File: config.mk
export PLATFORM = sky130hd
export DESIGN_NAME = ysyx_25020037_lsu_axi_flat
export DESIGN_NICKNAME = d
export VERILOG_FILES = /design/src/rtl/ysyx_25020037_lsu_axi_if.sv /design/src/rtl/ysyx_25020037_lsu_axi.sv /design/src/flat_wrapper.sv
export SDC_FILE = /design/constraint.sdc
export NUM_CORES = 1
export LEC_CHECK = 0
export ABC_AREA = 1
export CORE_MARGIN = 4
export CORE_UTILIZATION = 25
export CTS_CLUSTER_SIZE = 10
export DETAILED_ROUTE_END_ITERATION = 10
export DONT_BUFFER_PORTS = 1
export GPL_TIMING_DRIVEN = 0
export SLEW_MARGIN = 5
export SYNTH_ARGS = -nofsm -noshare
export SYNTH_HDL_FRONTEND = slang
export SYNTH_SLANG_ARGS = --single-unit
File: constraint.sdc
create_clock -name clk -period 5.09 [get_ports clk]
set_clock_uncertainty 0.15 [all_clocks]
set_input_delay 0.2545 -clock clk [delete_from_list [all_inputs] [get_ports clk]]
set_output_delay 0.2545 -clock clk [all_outputs]
set_load 0.05 [all_outputs]
File: src/rtl/ysyx_25020037_lsu_axi_if.sv
// AXI4-Lite channel bundle between the LSU (master) and memory (slave).
interface ysyx_25020037_lsu_axi_if #(
  parameter int ADDR_W = 32,
  parameter int DATA_W = 32
);
  logic [ADDR_W-1:0]   araddr;
  logic                arvalid;
  logic                arready;
  logic [2:0]          arsize;
  logic [DATA_W-1:0]   rdata;
  logic [1:0]          rresp;
  logic                rvalid;
  logic                rready;
  logic [ADDR_W-1:0]   awaddr;
  logic                awvalid;
  logic                awready;
  logic [2:0]          awsize;
  logic [DATA_W-1:0]   wdata;
  logic [DATA_W/8-1:0] wstrb;
  logic                wvalid;
  logic                wready;
  logic [1:0]          bresp;
  logic                bvalid;
  logic                bready;

  modport master (
    output araddr, arvalid, arsize, rready,
    output awaddr, awvalid, awsize, wdata, wstrb, wvalid, bready,
    input  arready, rdata, rresp, rvalid, awready, wready, bresp, bvalid
  );

  modport slave (
    input  araddr, arvalid, arsize, rready,
    input  awaddr, awvalid, awsize, wdata, wstrb, wvalid, bready,
    output arready, rdata, rresp, rvalid, awready, wready, bresp, bvalid
  );
endinterface

File: src/rtl/ysyx_25020037_lsu_axi.sv
// Load/store unit between EXU and WBU: aligns byte lanes, extends sub-word loads,
// flags misaligned accesses and bus errors, and passes non-memory results through.
module ysyx_25020037_lsu_axi #(
  parameter int ADDR_W = 32,
  parameter int DATA_W = 32
) (
  input  logic                    clk,
  input  logic                    rst,
  input  logic                    in_valid,
  output logic                    in_ready,
  input  logic [ADDR_W-1:0]       in_addr,
  input  logic [DATA_W-1:0]       in_wdata,
  input  logic                    in_ren,
  input  logic                    in_wen,
  input  logic [1:0]              in_size,
  input  logic                    in_unsigned,
  output logic                    out_valid,
  input  logic                    out_ready,
  output logic [DATA_W-1:0]       out_data,
  output logic [1:0]              out_fault,
  ysyx_25020037_lsu_axi_if.master axi
);
  localparam int OFFS_W = $clog2(DATA_W / 8);
  localparam int STRB_W = DATA_W / 8;
  localparam logic [1:0] FAULT_OK = 2'd0;
  localparam logic [1:0] FAULT_MISALIGN = 2'd1;
  localparam logic [1:0] FAULT_BUS = 2'd2;

  typedef enum logic [2:0] {
    IDLE  = 3'd0,
    RADDR = 3'd1,
    RDATA = 3'd2,
    WREQ  = 3'd3,
    WRESP = 3'd4,
    DONE  = 3'd5
  } state_t;

  state_t            state_r;
  logic [OFFS_W-1:0] offs_r;
  logic [1:0]        size_r;
  logic              unsigned_r;
  logic              misal_r;
  logic [OFFS_W-1:0] in_offs_s;
  logic              in_misal_s;

  // Doublewords only exist on a 64-bit path; on 32 bits they are reported as misaligned.
  function automatic logic misaligned(input logic [2:0] a, input logic [1:0] s);
    logic [2:0] mask;
    mask = (3'd1 << s) - 3'd1;
    return (|(a & mask)) || ((DATA_W == 32) && (s == 2'd3));
  endfunction

  function automatic logic [STRB_W-1:0] lane_strb(input logic [1:0] s, input logic [OFFS_W-1:0] o);
    logic [STRB_W-1:0] base;
    int nbytes;
    nbytes = 32'sd1 << s;
    for (int i = 0; i < STRB_W; i++) begin
      base[i] = (i < nbytes);
    end
    return base << o;
  endfunction

  function automatic logic [DATA_W-1:0] load_extract(input logic [DATA_W-1:0] d,
                                                     input logic [OFFS_W-1:0] o,
                                                     input logic [1:0] s,
                                                     input logic uns);
    logic [DATA_W-1:0] sh;
    logic sign;
    int nbits;
    sh = d >> {o, 3'b000};
    nbits = ((32'sd8 << s) > DATA_W) ? DATA_W : (32'sd8 << s);
    sign = 1'b0;
    for (int i = 0; i < DATA_W; i++) begin
      sign = (i == nbits - 1) ? sh[i] : sign;
    end
    sign = sign & ~uns;
    for (int i = 0; i < DATA_W; i++) begin
      sh[i] = (i >= nbits) ? sign : sh[i];
    end
    return sh;
  endfunction

  assign in_offs_s  = in_addr[OFFS_W-1:0];
  assign in_misal_s = misaligned(in_addr[2:0], in_size);

  // Request/response FSM; every output to EXU, WBU and the bus is a register.
  always_ff @(posedge clk or posedge rst) begin
    if (rst) begin
      state_r     <= IDLE;
      in_ready    <= 1'b1;
      out_valid   <= 1'b0;
      out_data    <= '0;
      out_fault   <= FAULT_OK;
      offs_r      <= '0;
      size_r      <= 2'd0;
      unsigned_r  <= 1'b0;
      misal_r     <= 1'b0;
      axi.araddr  <= '0;
      axi.arvalid <= 1'b0;
      axi.arsize  <= 3'd0;
      axi.rready  <= 1'b0;
      axi.awaddr  <= '0;
      axi.awvalid <= 1'b0;
      axi.awsize  <= 3'd0;
      axi.wdata   <= '0;
      axi.wstrb   <= '0;
      axi.wvalid  <= 1'b0;
      axi.bready  <= 1'b0;
    end else begin
      case (state_r)
        IDLE: begin
          if (in_valid && in_ready) begin
            in_ready   <= 1'b0;
            offs_r     <= in_offs_s;
            size_r     <= in_size;
            unsigned_r <= in_unsigned;
            misal_r    <= in_misal_s;
            if (in_ren) begin
              state_r     <= RADDR;
              axi.araddr  <= in_addr;
              axi.arsize  <= {1'b0, in_size};
              axi.arvalid <= ~in_misal_s;
            end else if (in_wen) begin
              state_r     <= WREQ;
              axi.awaddr  <= in_addr;
              axi.awsize  <= {1'b0, in_size};
              axi.wdata   <= in_wdata << {in_offs_s, 3'b000};
              axi.wstrb   <= in_misal_s ? '0 : lane_strb(in_size, in_offs_s);
              axi.awvalid <= ~in_misal_s;
              axi.wvalid  <= ~in_misal_s;
            end else begin
              state_r   <= DONE;
              out_valid <= 1'b1;
              out_data  <= DATA_W'(in_addr);
              out_fault <= FAULT_OK;
            end
          end
        end
        RADDR: begin
          if (misal_r) begin
            state_r   <= DONE;
            out_valid <= 1'b1;
            out_data  <= '0;
            out_fault <= FAULT_MISALIGN;
          end else if (axi.arvalid && axi.arready) begin
            state_r     <= RDATA;
            axi.arvalid <= 1'b0;
            axi.rready  <= 1'b1;
          end
        end
        RDATA: begin
          if (axi.rvalid && axi.rready) begin
            state_r    <= DONE;
            axi.rready <= 1'b0;
            out_valid  <= 1'b1;
            out_data   <= (axi.rresp != 2'd0) ? '0 : load_extract(axi.rdata, offs_r, size_r, unsigned_r);
            out_fault  <= (axi.rresp != 2'd0) ? FAULT_BUS : FAULT_OK;
          end
        end
        WREQ: begin
          if (misal_r) begin
            state_r   <= DONE;
            out_valid <= 1'b1;
            out_data  <= '0;
            out_fault <= FAULT_MISALIGN;
          end else begin
            // Each channel retires on its own handshake; leave once neither is pending.
            if (axi.awready) axi.awvalid <= 1'b0;
            if (axi.wready)  axi.wvalid  <= 1'b0;
            if ((axi.awready || !axi.awvalid) && (axi.wready || !axi.wvalid)) begin
              state_r    <= WRESP;
              axi.bready <= 1'b1;
            end
          end
        end
        WRESP: begin
          if (axi.bvalid && axi.bready) begin
            state_r    <= DONE;
            axi.bready <= 1'b0;
            out_valid  <= 1'b1;
            out_data   <= '0;
            out_fault  <= (axi.bresp != 2'd0) ? FAULT_BUS : FAULT_OK;
          end
        end
        DONE: begin
          if (out_ready) begin
            state_r   <= IDLE;
            out_valid <= 1'b0;
            in_ready  <= 1'b1;
          end
        end
        default: begin
          state_r     <= IDLE;
          in_ready    <= 1'b1;
          out_valid   <= 1'b0;
          axi.arvalid <= 1'b0;
          axi.rready  <= 1'b0;
          axi.awvalid <= 1'b0;
          axi.wvalid  <= 1'b0;
          axi.bready  <= 1'b0;
        end
      endcase
    end
  end
endmodule

File: src/flat_wrapper.sv
// flat-port wrapper written by rule: the top's interface ports become plain ports
module ysyx_25020037_lsu_axi_flat 
#(
  parameter int ADDR_W = 32,
  parameter int DATA_W = 32
)
  (clk, rst, in_valid, in_ready, in_addr, in_wdata, in_ren, in_wen, in_size, in_unsigned, out_valid, out_ready, out_data, out_fault, axi_araddr, axi_arvalid, axi_arsize, axi_rready, axi_awaddr, axi_awvalid, axi_awsize, axi_wdata, axi_wstrb, axi_wvalid, axi_bready, axi_arready, axi_rdata, axi_rresp, axi_rvalid, axi_awready, axi_wready, axi_bresp, axi_bvalid);
  ysyx_25020037_lsu_axi_if #(.ADDR_W(ADDR_W), .DATA_W(DATA_W)) axi_i ();
  input  logic clk;
  input  logic rst;
  input  logic in_valid;
  output logic in_ready;
  input  logic [ADDR_W-1:0] in_addr;
  input  logic [DATA_W-1:0] in_wdata;
  input  logic in_ren;
  input  logic in_wen;
  input  logic [1:0] in_size;
  input  logic in_unsigned;
  output logic out_valid;
  input  logic out_ready;
  output logic [DATA_W-1:0] out_data;
  output logic [1:0] out_fault;
  output wire logic [$bits(axi_i.araddr)-1:0] axi_araddr;
  output wire logic [$bits(axi_i.arvalid)-1:0] axi_arvalid;
  output wire logic [$bits(axi_i.arsize)-1:0] axi_arsize;
  output wire logic [$bits(axi_i.rready)-1:0] axi_rready;
  output wire logic [$bits(axi_i.awaddr)-1:0] axi_awaddr;
  output wire logic [$bits(axi_i.awvalid)-1:0] axi_awvalid;
  output wire logic [$bits(axi_i.awsize)-1:0] axi_awsize;
  output wire logic [$bits(axi_i.wdata)-1:0] axi_wdata;
  output wire logic [$bits(axi_i.wstrb)-1:0] axi_wstrb;
  output wire logic [$bits(axi_i.wvalid)-1:0] axi_wvalid;
  output wire logic [$bits(axi_i.bready)-1:0] axi_bready;
  input wire logic [$bits(axi_i.arready)-1:0] axi_arready;
  input wire logic [$bits(axi_i.rdata)-1:0] axi_rdata;
  input wire logic [$bits(axi_i.rresp)-1:0] axi_rresp;
  input wire logic [$bits(axi_i.rvalid)-1:0] axi_rvalid;
  input wire logic [$bits(axi_i.awready)-1:0] axi_awready;
  input wire logic [$bits(axi_i.wready)-1:0] axi_wready;
  input wire logic [$bits(axi_i.bresp)-1:0] axi_bresp;
  input wire logic [$bits(axi_i.bvalid)-1:0] axi_bvalid;
  assign axi_araddr = axi_i.araddr;
  assign axi_arvalid = axi_i.arvalid;
  assign axi_arsize = axi_i.arsize;
  assign axi_rready = axi_i.rready;
  assign axi_awaddr = axi_i.awaddr;
  assign axi_awvalid = axi_i.awvalid;
  assign axi_awsize = axi_i.awsize;
  assign axi_wdata = axi_i.wdata;
  assign axi_wstrb = axi_i.wstrb;
  assign axi_wvalid = axi_i.wvalid;
  assign axi_bready = axi_i.bready;
  assign axi_i.arready = axi_arready;
  assign axi_i.rdata = axi_rdata;
  assign axi_i.rresp = axi_rresp;
  assign axi_i.rvalid = axi_rvalid;
  assign axi_i.awready = axi_awready;
  assign axi_i.wready = axi_wready;
  assign axi_i.bresp = axi_bresp;
  assign axi_i.bvalid = axi_bvalid;
  ysyx_25020037_lsu_axi #(.ADDR_W(ADDR_W), .DATA_W(DATA_W)) u_core (.clk(clk), .rst(rst), .in_valid(in_valid), .in_ready(in_ready), .in_addr(in_addr), .in_wdata(in_wdata), .in_ren(in_ren), .in_wen(in_wen), .in_size(in_size), .in_unsigned(in_unsigned), .out_valid(out_valid), .out_ready(out_ready), .out_data(out_data), .out_fault(out_fault), .axi(axi_i));
endmodule
---- After elaboration in Yosys (flattened, before gate mapping) ----
Index checks and enable logic that the tools add are counted.
word-level totals
  bits in registers ....................... 154
  latch bits .............................. 0
  bits in writable memories ............... 0
  bits in read-only memories .............. 0
  bits of input ports ..................... 114
  output and inout port bits .............. 147
  word-level logic and storage cells ...... 290
  memories kept ........................... 0
cells by class
  add/subtract/negate cells ............... 2
  $mul .................................... 0
  div/mod/pow operators ................... 0
  magnitude comparators ................... 37
  equality and inequality tests ........... 54
  shift-type cells ........................ 6
  muxes and demuxes ....................... 127
  bitwise gates (word level) .............. 10
  reduce and logical (&&, ||, !) cells .... 34
operators by type and width
  cell                   count
  $eq 6x32->1 const A    16
  $ge 6x32->1 const A    16
  $eq 5x32->1 const A    8
  $ge 5x32->1 const A    8
  $mux 32                8
  $eq 4x32->1 const A    4
  $ge 4x32->1 const A    4
  $pmux 32 s4            1
  $mux 1                 90
  $eq 3x32->1 const A    2
  $ge 3x32->1 const A    2
  $lt 3x32->1 const A    2
  $eq 2x32->1 const A    1
  $ge 1x32->1 const A    1
  $ge 2x32->1 const A    1
  $gt 32x7->1 const B    1
  $logic_not 32->1       1
  $lt 1x32->1 const A    1
  $lt 2x32->1 const A    1
  $shl 1x2->32 const A   1
  $shl 32x5->32          1
  $shl 4x2->32 const A   1
  $shr 32x5->32          1
  $sub 32x2->32 const B  1
  other kinds (35)       97

---- Longest topological paths before layout ----
Gate-level depths: netlist (run 1).
  depth after elaboration ................. 42
  mapped depth ............................ 16

---- Least setup slack after synthesis (run 1) ----
No wires, ideal clock.
  path kind ............................... reg2reg
  start point ............................. register u_core.size_r[1]
  end point ............................... register u_core.out_data[22]
  setup time .............................. 73 ps
  data arrival time ....................... 2,087 ps
  slack ................................... 2,779 ps
  cell stages (with the launch flop) ...... 15
  period minus slack after synthesis ...... 2,311 ps
  cell sequence ........................... dfrtp_1 nor2_1 clkinv_1 ha_1 nand2_1 ha_1 nand3b_1 nor2_1 a21oi_1 nand2_1 nand2_1 nand2_2 buf_4 nand3_1 a21oi_2
between the ends
  word-level cells in the longest chain between the ends .. 42
  elaborated cells between the ends (all ways) .. 74
  those cells by class .................... add/sub (1); order compare (2); eq/ne (31); shift (1); mux (37); bitwise (1); reduce/logical (1)
ends and longest elaborated chain
  item                    line                          text
  from (decl)             ysyx_25020037_lsu_axi.sv:40   logic [1:0] size_r;
  from (signal assigned)  ysyx_25020037_lsu_axi.sv:115  size_r <= in_size;
  $shl 4x2->32 *          ysyx_25020037_lsu_axi.sv:71   nbits = ((32'sd8 << s) > DATA_W) ? DATA_W : (32'sd8 << s);
  $gt 32x7->1             ysyx_25020037_lsu_axi.sv:71
  $mux 32 *               ysyx_25020037_lsu_axi.sv:71
  $sub 32x2->32           ysyx_25020037_lsu_axi.sv:74   sign = (i == nbits - 1) ? sh[i] : sign;
  $logic_not 32->1        ysyx_25020037_lsu_axi.sv:74
  $mux 1 (32 in a row)    ysyx_25020037_lsu_axi.sv:74
  $and 1x1->1             ysyx_25020037_lsu_axi.sv:76   sign = sign & ~uns;
  $mux 1 *                ysyx_25020037_lsu_axi.sv:78   sh[i] = (i >= nbits) ? sign : sh[i];
  $mux 32 *               ysyx_25020037_lsu_axi.sv:156  out_data <= (axi.rresp != 2'd0) ? '0 : load_extract(axi.rdata, offs_r, size_r, unsigned_r);
  $mux 32 *               ysyx_25020037_lsu_axi.sv:152  if (axi.rvalid && axi.rready) begin
  $pmux 32 s4 *           ysyx_25020037_lsu_axi.sv:110  case (state_r)
  to (signal assigned)    ysyx_25020037_lsu_axi.sv:134  out_data <= DATA_W'(in_addr);
  to (signal assigned)    ysyx_25020037_lsu_axi.sv:156
  to (decl)               ysyx_25020037_lsu_axi.sv:19   output logic [DATA_W-1:0] out_data,
Mark *: on every way between the ends. The rest lies on a longest branch, timed or not. The select of a mux whose other input is x is not followed.
A chain may end at the register's enable or synchronous reset.

---- Worst setup path after layout (run 1) ----
  start point ............................. register u_core.size_r[1]
  end point ............................... register u_core.out_data[19]
Same word-level chain as after synthesis.

==> results of run 1 <==
[layout by cell type (no fill, tap or decap), types with 4 or more instances in the layout]
cell type,netlist,layout
nand2_1,256,256
dfrtp_1,153,153
dlygate4sd3_1,0,86
o21ai_0,83,83
inv_1,72,71
nor2_1,64,64
nand3_1,61,61
o21ai_1,57,57
a21oi_1,48,48
clkbuf_1,23,24
buf_2,22,22
clkbuf_16,0,17
a21oi_2,14,14
mux2i_1,11,11
buf_6,10,10
inv_2,8,8
a32o_1,7,7
o221ai_1,7,7
a31oi_2,6,6
inv_6,0,6
conb_1,2,5
nor2_4,4,4
buf_4,4,4
a31oi_1,4,4
nor2_2,4,4
[Yosys cell counts, drive strengths merged]
library cell  instances  area, um2
nand2               262       1013
dfrtp               153       3829
o21ai               143      726.9
inv                  81      306.5
nor2                 74      350.3
a21oi                62      362.9
nand3                62      315.3
buf                  38      282.8
clkbuf               23      86.33
mux2i                11      110.1
a31oi                10      100.1
a32o                  7      70.07
o221ai                7      61.31
nor3                  4      25.02
ha                    3      37.54
nand4                 3      18.77
a211oi                2      15.01
conb                  2      7.510
nand3b                2      15.01
o22ai                 2      12.51
clkinv                1      3.750
dfstp                 1      26.28
o2111ai               1      8.760
xnor2                 1      8.760
[logic make-up after synthesis]
family	Yosys count	share of synthesized area [%]
other	2	0.09636
AOI/OAI and AO/OA	234	17.42
muxes	11	1.413
adders and majority gates	3	0.4817
buffers and inverters	143	8.717
DFF	154	49.46
xor gates and xnor gates	1	0.1124
and+or+nand+nor	407	22.30
[area by class of cell]
cell class                      count  area, um2
Multi-Input combinational cell    661       3271
Antenna cell                        2      5.005
Clock buffer                       18      429.2
Sequential cell                   154       3855
Clock inverter                     14      161.4
Timing Repair Buffer               87      888.4
Fill cell                        3170      20880
Inverter                           82      317.8
Tap cell                          396      495.5
Buffer                             61      369.1
[worst paths after layout]
path | start | to | slack (ns) | depth (start not counted)
setup / recovery | u_core.size_r[1] | u_core.out_data[19] | 2.18 | 14
hold / removal | in_wdata[28] | u_core.axi.wdata[28] | 0.02 | 4
setup reg to reg | u_core.size_r[1] | u_core.out_data[19] | 2.18 | 14
hold reg to reg | u_core.misal_r | u_core.out_fault[0] | 0.41 | 2
max in group asynchronous | rst | u_core.axi.araddr[2] | 3.76 | 3
min in group asynchronous | rst | u_core.axi.wdata[22] | 0.19 | 2
[layer usage]
layer / routed length [um] / up-vias / part of all wire, % / GRT usage, %
met1: 12220 / 3530 / 40 / 21.46
met2: 14500 / 352 / 47 / 29.32
met5: 0 / - / 0 / 0
met3: 3107 / 59 / 10 / 6.651
met4: 954 / 0 / 3.1 / 6.004
li1: - / 3352 / - / -
[flip-flops by register name, summed over array words and instances, names as in the netlist]
signal	cells
u_core.misal_r	1
u_core.axi.arsize	2
u_core.axi.wdata	32
u_core.axi.araddr	32
u_core.out_valid	1
u_core.in_ready	1
u_core.axi.arvalid	1
u_core.out_fault	2
u_core.axi.awaddr	32
u_core.axi.bready	1
u_core.axi.wstrb	4
u_core.state_r	3
u_core.axi.awsize	2
u_core.offs_r	2
u_core.axi.wvalid	1
u_core.size_r	2
u_core.unsigned_r	1
u_core.axi.awvalid	1
u_core.axi.rready	1
u_core.out_data	32
[power by group]
| group | switching (mW) | internal, mW |
|---|---|---|
| logic | 1.59 | 0.958 |
| registers | 2.35 | 1.76 |
| clock network | 0.592 | 0.737 |
[critical path, stage by stage, from the launching register on]
cell and delay (ns):
dfrtp_1 0.38, nor2_1 0.26, clkinv_1 0.34, ha_1 0.31, nand2_1 0.11, ha_1 0.16
nand3b_1 0.07, nor2_1 0.12, a21oi_1 0.08, nand2_1 0.10, nand2_1 0.08, nand2_2 0.14
buf_4 0.19, nand3_1 0.17, a21oi_1 0.18
==> impl_metrics.json, run 1 <==
{
  "power.density_mw_per_mm2": 815.8,
  "cts_setup_buffers": 0,
  "clock.fmax_ghz": 0.3439,
  "rsz0062_at_grt": "false",
  "cts_hold_buffers": 86,
  "num_rows": 64,
  "min_period_over_period_pct": 57.12,
  "clock-root-buffer": "clkbuf_16",
  "vias_per_cell": 4.944,
  "h-tree-depth": 4,
  "layout_setup_ws_ns": 2.182,
  "clk_latency_ns": 0.44,
  "drc": 0,
  "ant_nets": 0,
  "wl_per_cell_um": 20.87,
  "ys_warn_count": 0,
  "final_core_util_pct": 31.93,
  "die-area_mm2": 0.03406,
  "p_total_mw": 7.988,
  "num_vias": 7293,
  "fin_crit_ns": 2.908,
  "arrival_ns": 3.12,
  "port_buffers": 0,
  "fp.dieH_um": 184.6,
  "placed_cell_area_mm2": 0.008335,
  "synth-seq-area-share_pct": 49.46,
  "wirelength_mm": 30.79,
  "grt_pass1_vias": 7365,
  "status": "finished, final reports clean",
  "io_pins": 261,
  "drt_first_pass_iters": 5,
  "initial_utilization_pct": 25.41,
  "design_area_mm2": 0.009792,
  "ctsResizeCount": 0,
  "die_x_um": 184.6,
  "grt_use_total_pct": 17.78,
  "setup_viol": 0,
  "area_growth_pct": 25.64,
  "grt_max_degree": 98,
  "global_route.overflow_total": 0,
  "fin_cells": 1475,
  "grt_pass1_wl_mm": 45.53,
  "ys_ff_latch": 154,
  "cp_data_required_time_ns": 5.31,
  "dpl_worst_slack_ns": 2.236,
  "antenna_found_initial": 2,
  "synth_cell_type_count": 40,
  "worst_pin_slew_ns": 0.8731,
  "crit_fanout": 10,
  "cts_inserted_buffers": 17,
  "cts.sinks": 154,
  "cp-start-kind": "flop",
  "avgSynthCellArea_um2": 8.161,
  "postSynthCellCount": 955,
  "cts_tree": "yes",
  "cts_buffer_depth": 2,
  "core_area_mm2": 0.03067,
  "clk_pin_slew_ns": 0.08,
  "hp-class": "input pin to flop",
  "hold_ws_ns": 0.01912,
  "cp-end-kind": "flop",
  "crit_type": "flop to flop",
  "num-nets-final": 1181,
  "drive_gt1_share_pct": 11.33,
  "placed_cells": 1355,
  "drtIter0Drc": 524,
  "max-vdd-ir-drop_uv": 334.7,
  "p_leak_nw": 4.525,
  "drv_cap": 0,
  "slew_violations": 0,
  "tns_ns": 0,
  "place.gp.congestion": 0.8829,
  "slew_headroom_pct": 41.80,
  "hold_viol": 0,
  "netlist_area_mm2": 0.007794,
  "place_hpwl_mm": 22.91
}
Power figures use the tool's default switching activity.
==> inputs of run 2 (changes only) <==
==> constraint.sdc (replaced) <==
create_clock -name clk -period 3.1 [get_ports clk]
set_clock_uncertainty 0.15 [all_clocks]
set_input_delay 0.155 -clock clk [delete_from_list [all_inputs] [get_ports clk]]
set_output_delay 0.155 -clock clk [all_outputs]
set_load 0.05 [all_outputs]
==> run 2 against run 1 <==
Compared with the run above: sequential share of layout area decreased by 1.0 points; via count increased by 0.64%; sequential cell count unchanged; largest cell class unchanged; highest routed layer is now met5.
==> impl_metrics.json, run 2 (synthesis results as in run 1) <==
{
  "status": "finished, final reports clean",
  "global_route.overflow_total": 0,
  "wirelength_mm": 30.91,
  "cts_buffer_depth": 2,
  "ant_nets": 0,
  "hp-class": "input pin to flop",
  "area_growth_pct": 28.90,
  "cp_data_required_time_ns": 3.25,
  "cts.sinks": 154,
  "place_hpwl_mm": 23.33,
  "final_cell_mix": "nand2_1 (256), dfrtp_1 (153), dlygate4sd3_1 (109)",
  "drc": 0,
  "slew_headroom_pct": 45.41,
  "cp-start-kind": "flop",
  "setup_viol": 0,
  "p_leak_nw": 4.618,
  "hold_path_depth": 5,
  "die_x_um": 184.6,
  "cts_tree": "yes",
  "crit_fanout": 10,
  "fp.dieH_um": 184.6,
  "initial_utilization_pct": 25.41,
  "port_buffers": 0,
  "core_area_mm2": 0.03067,
  "rsz0062_at_grt": "false",
  "die-area_mm2": 0.03406,
  "arrival_ns": 3.06,
  "drv_cap": 0,
  "fillers": 3146,
  "cp-end-kind": "flop",
  "num_rows": 64,
  "clk_latency_ns": 0.44,
  "placed_cell_area_mm2": 0.008384,
  "grt_pass1_wl_mm": 46.04,
  "io_pins": 261,
  "slew_violations": 0,
  "worst_pin_slew_ns": 0.8188,
  "grt_use_total_pct": 17.98,
  "num-nets-final": 1206,
  "crit_type": "flop to flop",
  "min_period_over_period_pct": 93.91,
  "drive_gt1_share_pct": 11.43,
  "maxUsedRoutingLayer": "met5",
  "wl_met3_mm": 2.851,
  "place.gp.congestion": 0.8863,
  "power.density_mw_per_mm2": 1302,
  "drt_first_pass_iters": 5,
  "cts_inserted_buffers": 17,
  "final_common_cell": "nand2_1",
  "cts_setup_buffers": 0,
  "final_core_util_pct": 32.76,
  "wl_per_cell_um": 20.59,
  "design_area_mm2": 0.01005,
  "clk_pin_slew_ns": 0.07,
  "hold_viol": 0,
  "rr_worst_depth": 8,
  "grt_max_degree": 41,
  "drtIter0Drc": 625,
  "clock.fmax_ghz": 0.3435,
  "clock-root-buffer": "clkbuf_16",
  "antenna_found_initial": 4,
  "h-tree-depth": 4,
  "grt_pass1_vias": 7435,
  "drt-met1-wl_mm": 12.63,
  "wl_met2_mm": 14.20,
  "fin_crit_ns": 2.911,
  "max-vdd-ir-drop_uv": 507.6,
  "num_vias": 7340,
  "vias_per_cell": 4.890
}
[run 2: layer usage]
layer  global-route usage, %  vias up
li1                        -     3404
met1                   22.54     3499
met2                   28.74      359
met3                   5.881       76
met4                   7.158        2
met5                       0        -
[run 2: critical path, stage by stage, from the launching register on]
cell	delay [ns]
dfrtp_1	0.37
buf_2	0.17
inv_1	0.15
clkbuf_1	0.43
nand3_1	0.14
dlygate4sd3_1	0.59
nand3_1	0.11
dlygate4sd3_1	0.59
a31oi_2	0.08
[run 2: final timing paths]
| path | slack, ns | endpoint | startpoint |
|---|---|---|---|
| setup / recovery | 0.19 | u_core.out_data[5] | u_core.offs_r[1] |
| hold / removal | 0.02 | u_core.out_data[1] | axi_rresp[0] |
| setup reg to reg | 0.19 | u_core.out_data[5] | u_core.offs_r[1] |
| hold reg to reg | 0.42 | u_core.size_r[0] | u_core.size_r[0] |
| max in group asynchronous | 1.72 | u_core.axi.awaddr[4] | rst |
| min in group asynchronous | 0.20 | u_core.axi.wdata[9] | rst |
[run 2: where the power goes]
part | switching (mW) | internal, mW
clock | 0.971 | 1.13
sequential | 3.85 | 2.89
combinational | 2.62 | 1.63
total | 7.44 | 5.64
[run 2: timing repair]
action / 4_1_cts / 5_1_grt
hold buffers: 109 / 0
endpoints found under the setup margin: 0 / 17
gates resized for setup: 0 / 1
hold endpoints to repair: 174 / 0
[run 2: metrics by stage]
| stage | power (mW) | hold slack (ns) | cells | TNS, ns | worst slack, ns |
|---|---|---|---|---|---|
| CTS | 13.19 | 0.0005229 | 1499 | 0 | 0.1831 |
| global route | 13.96 | 0.03341 | 1501 | 0 | 0.07702 |
| floorplan | 9.481 | 0.1260 | 958 | 0 | 0.7895 |
| detailed placement | 10.80 | 0.04829 | 1358 | 0 | 0.2223 |
| finish | 13.08 | 0.02383 | 1501 | 0 | 0.1888 |
| global placement | 10.68 | 0.1326 | 1354 | -20.56 | -0.1555 |
[run 2: layout make-up]
| cell class | count | area (um2) | share of cell area [%] |
|---|---|---|---|
| multi-input combinational | 661 | 3271 | 32.56 |
| timing repair buffer | 113 | 1171 | 11.66 |
| clock inverter | 14 | 137.6 | 1.370 |
| sequential | 154 | 3855 | 38.37 |
| buffer | 60 | 365.4 | 3.637 |
| inverter | 82 | 314.1 | 3.126 |
| clock buffer | 18 | 429.2 | 4.272 |
| antenna | 3 | 7.507 | 0.07473 |
| tap | 396 | 495.5 | 4.932 |
